**src/rtl/scan_sequencer.sv**
```systemverilog
// scan_sequencer: steps a 2-bit select through the 4 outputs of the 2-to-4
// decoder with a programmable dwell (div+1 cycles) and a fixed blanking gap.
//
// Ports:
//   clk    rising-edge clock
//   rst_n  asynchronous active-low reset
//   start  level; leaves IDLE and begins scanning from index 0
//   stop   level; forces IDLE from any state (wins over start)
//   dir    0 = count up, 1 = count down (sampled at each advance)
//   div    dwell length, SHOW lasts div+1 cycles (captured on SHOW entry)
//   e      decoder enable (registered)
//   x0,x1  decoder select bits (registered)
//   wrap   one-cycle pulse when a new index 0 (up) or 3 (down) is presented
//   busy   high in SHOW and BLANK
module scan_sequencer #(
  parameter int DIV_W = 8,
  parameter int BLANK = 2
) (
  input  logic             clk,
  input  logic             rst_n,
  input  logic             start,
  input  logic             stop,
  input  logic             dir,
  input  logic [DIV_W-1:0] div,
  output logic             e,
  output logic             x0,
  output logic             x1,
  output logic             wrap,
  output logic             busy
);

  localparam int BW =
    (BLANK > 0) ? $clog2(BLANK + 1) : 1;
  localparam int CNT_W =
    (DIV_W > BW) ? DIV_W : BW;
  localparam int BL =
    (BLANK > 0) ? BLANK - 1 : 0;
  localparam logic [CNT_W-1:0] BLANK_LD =
    CNT_W'(BL);
  localparam logic HAS_BLANK = (BLANK > 0);

  typedef enum logic [1:0] {
    S_IDLE,
    S_SHOW,
    S_BLANK
  } state_t;

  state_t           state;
  logic [1:0]       idx;
  logic [CNT_W-1:0] cnt;
  logic [CNT_W-1:0] div_ld;
  logic [1:0]       idx_nxt;
  logic             wrap_nxt;

  // The counter register doubles as the captured dwell length: it is
  // loaded from div only on SHOW entry, so later div changes are ignored.
  assign div_ld = CNT_W'(div);

  assign idx_nxt  = dir ? idx - 2'd1 : idx + 2'd1;
  assign wrap_nxt = dir ? (idx == 2'd0)
                        : (idx == 2'd3);

  assign x0 = idx[0];
  assign x1 = idx[1];

  always_ff @(posedge clk or negedge rst_n) begin
    if (!rst_n) begin
      state <= S_IDLE;
      idx   <= 2'd0;
      cnt   <= '0;
      e     <= 1'b0;
      wrap  <= 1'b0;
      busy  <= 1'b0;
    end else if (stop) begin
      state <= S_IDLE;
      idx   <= 2'd0;
      cnt   <= '0;
      e     <= 1'b0;
      wrap  <= 1'b0;
      busy  <= 1'b0;
    end else begin
      wrap <= 1'b0;
      unique case (state)
        S_IDLE: begin
          if (start) begin
            state <= S_SHOW;
            idx   <= 2'd0;
            cnt   <= div_ld;
            e     <= 1'b1;
            busy  <= 1'b1;
          end
        end
        S_SHOW: begin
          if (cnt != '0) begin
            cnt <= cnt - 1'b1;
          end else if (HAS_BLANK) begin
            // select bits hold while e drops,
            // so the decoder never sees a glitch
            state <= S_BLANK;
            e     <= 1'b0;
            cnt   <= BLANK_LD;
          end else begin
            idx  <= idx_nxt;
            wrap <= wrap_nxt;
            cnt  <= div_ld;
          end
        end
        S_BLANK: begin
          if (cnt != '0) begin
            cnt <= cnt - 1'b1;
          end else begin
            state <= S_SHOW;
            idx   <= idx_nxt;
            wrap  <= wrap_nxt;
            cnt   <= div_ld;
            e     <= 1'b1;
          end
        end
        default: begin
          state <= S_IDLE;
          idx   <= 2'd0;
          cnt   <= '0;
          e     <= 1'b0;
          busy  <= 1'b0;
        end
      endcase
    end
  end

endmodule

```
**config.mk**
```make
export PLATFORM = sky130hd
export DESIGN_NAME = scan_sequencer
export DESIGN_NICKNAME = d
export VERILOG_FILES = /design/src/rtl/scan_sequencer.sv
export SDC_FILE = /design/constraint.sdc
export NUM_CORES = 1
export LEC_CHECK = 0
export CORE_ASPECT_RATIO = 0.9
export CORE_MARGIN = 2
export CORE_UTILIZATION = 44
export CTS_CLUSTER_DIAMETER = 150
export CTS_CLUSTER_SIZE = 14
export DETAILED_ROUTE_END_ITERATION = 6
export PLACE_DENSITY = 0.68
export SLEW_MARGIN = 20
export SYNTH_ARGS = -nofsm -noshare
export SYNTH_HDL_FRONTEND = slang
export SYNTH_SLANG_ARGS = --single-unit
```
**constraint.sdc**
```tcl
create_clock -name clk -period 4.8 [get_ports clk]
set_input_delay 0.96 -clock clk [delete_from_list [all_inputs] [get_ports clk]]
set_output_delay 0.96 -clock clk [all_outputs]
set_load 0.05 [all_outputs]
```
==> impl_metrics.yaml <==
die:
  die_x_um: 55.2
  die_h_um: 50.1
  coreArea_um2: 2200
  start_util_pct: 47.1
  rows: 16
  io_pins: 18
  design.die.area_um2: 2760
timing:
  fin_skew_ns: 0.00112
  fin_setup_tns_ns: 0
  hold-worst-slack_ns: 0.556
  worst_slack_ns: 2.18
  min_period_ns: 2.62
  slew_headroom_pct: 53.7
  fin_crit_sh_pct: 54.6
  worstMarginPinSlew_ns: 0.688
  timing.fmax_mhz: 381
  rsz0062_at_grt: "no"
  hold_viol_final: 0
  slew_viol_final: 0
  setup_violations: 0
power_and_ir_drop:
  finalPower_mw: 0.745
  power-per-cell-area_nw_per_um2: 593
  p_leak_nw: 0.525
  irDropWorstVdd_mv: 0.370
worst_setup_path:
  worstSetupPathType: "in2reg"
  startpoint: "start"
  crit_path_end_kind: "flop"
  cp.required_ns: 5.02
  timing.rr.start: "cnt[0]"
  cp_max_fo: 8
  cp_data_arrival_time_ns: 2.84
  worst_setup_path_start_kind: "input port"
cts:
  cts_tree: "built"
  path_clk_slew_ns: 0.09
  clock_latency_ns: 0.28
  htreeDepth: 1
  clk_path_buf_depth: 2
  cts_made_buffers: 3
  cts.repair.resized: 0
  holdBufCountCts: 0
  cts_sinks: 14
  cts_setup_buffers: 0
  cts-root-buf: "clkbuf_4"
yosys:
  syn_inst: 113
  ys_ff_latch: 14
  synthArstFlopShare_pct: 100
  synth_nets: 133
  yosysSeqAreaShare_pct: 33.8
  synth.distinct_cells: 44
  synth_edf_count: 0
  synth_area_per_cell_um2: 9.18
  ys_warn_count: 0
  ys.flop_type: "dfrtp_1"
  synth_area_um2: 1040
detailed_routing:
  vias_per_cell: 5.97
  drtAntennaViolNets: 0
  totalWireLength_um: 2420
  drt_first_pass_iters: 4
  drc: 0
  drt_iter0_drc: 34
  via_count: 944
  wire_per_inst_um: 15.3
global_routing:
  met1_usage_pct: 30.3
  grt_pass1_wl_um: 4140
  use_met2_pct: 31.3
  grt_max_degree: 15
  overflow: 0
  grtUsageMet3_pct: 6.36
  grtUsageTotal_pct: 20.9
  antenna_found_initial: 0
  first_global_vias: 873
  busiest_layer: "met2"
placed_design:
  place_area_um2: 1220
  gp_congestion: 0.869
  dp_cells: 154
  dp_slack_ns: 1.90
  port_buffers: 17
  dp.final_hpwl_um: 1810
layout:
  multi_input_area_um2: 637
  final_cell_mix: "clkdlybuf4s50_1, dfrtp_1, inv_1, nor2_1, ha_1"
  fillCellCount: 210
  fin_cells: 158
  antenna_cells: 0
  stdcell_area_um2: 1260
  mostFrequentLayoutCell: "clkdlybuf4s50_1"
  final_util_pct: 57.1
  seqCellArea_um2: 350
  synthToLayoutAreaGrowth_pct: 21.2
  drive_above_1_share_pct: 9.92
  final_nets: 152
flow_run:
  cap_violations: 0
outcome:
  status: "complete, no violations"
worst_hold_path:
  hp-class: "reg2reg"
  hold_start: "idx[1]"
## sequential cells by signal, summed over array words and instances (netlist names)
signal  flops
cnt         8
idx         2
busy        1
e           1
state       1
wrap        1
## synth_stat cells, types with 2 or more instances
library cell  count  area [um^2]
a21oi_1           5         25.0
a221o_1           5         50.1
a31oi_1           2         12.5
dfrtp_1          14          350
ha_1              7         87.6
inv_1             8         30.0
nand2_1           6         22.5
nand2b_1          2         12.5
nor2_1            8         30.0
nor3_1            6         30.0
nor3b_1           2         15.0
nor4_1            2         12.5
nor4b_1           3         26.3
o21a_1            2         15.0
o21ai_0           6         30.0
o31ai_1           4         30.0
or2_2             2         12.5
or3_1             2         12.5
or4_4             2         22.5
## routing by layer
layer  wire length (um)  share of wire [%]  vias to the layer above
li1                   -                  -                      473
met1               1260                 52                      452
met2               1070                 44                       19
met3                101                4.2                        0
met4                  0                  0                        0
met5                  0                  0                        -
## power breakdown
group,leakage (nW),internal [mW],switching [mW]
combinational,0.315,0.178,0.275
sequential,0.189,0.156,0.0497
clock,0.0210,0.0462,0.0409
total,0.525,0.380,0.366
## final cells by class
type	instances	share of cell area (%)
clock buffers	4	2.89
inverters	8	2.39
multi-input cells	88	50.6
flip-flops and latches	14	27.9
well taps	27	2.69
repair buffers	17	13.5
## cells by family (layout without fill, tap and decap cells)
kind of cell	count (synthesis)	count (layout)	synth area share [%]
and+or+nand+nor	43	43	25.2
AOI/OAI and AO/OA	35	35	25.0
DFF	14	14	33.8
buffers and inverters	11	29	4.82
adders and majority gates	7	7	8.44
xor gates and xnor gates	2	2	1.69
muxes	1	1	1.09
## worst paths after layout
path	cells after the start	to	slack [ns]
min in group asynchronous	1	cnt[3]	1.07
max in group asynchronous	1	cnt[0]	3.32
worst min register to register	1	idx[1]	0.56
worst max-delay path	5	cnt[4]	2.18
worst min-delay path	1	idx[1]	0.56
worst max register to register	6	cnt[2]	2.47
## critical path, stage by stage
cell and delay (ns):
clkdlybuf4s50_1 0.62, nor2b_2 0.13, or4_4 0.55, or4_4 0.50
o211ai_2 0.08
(Power assumes the default switching activity.)
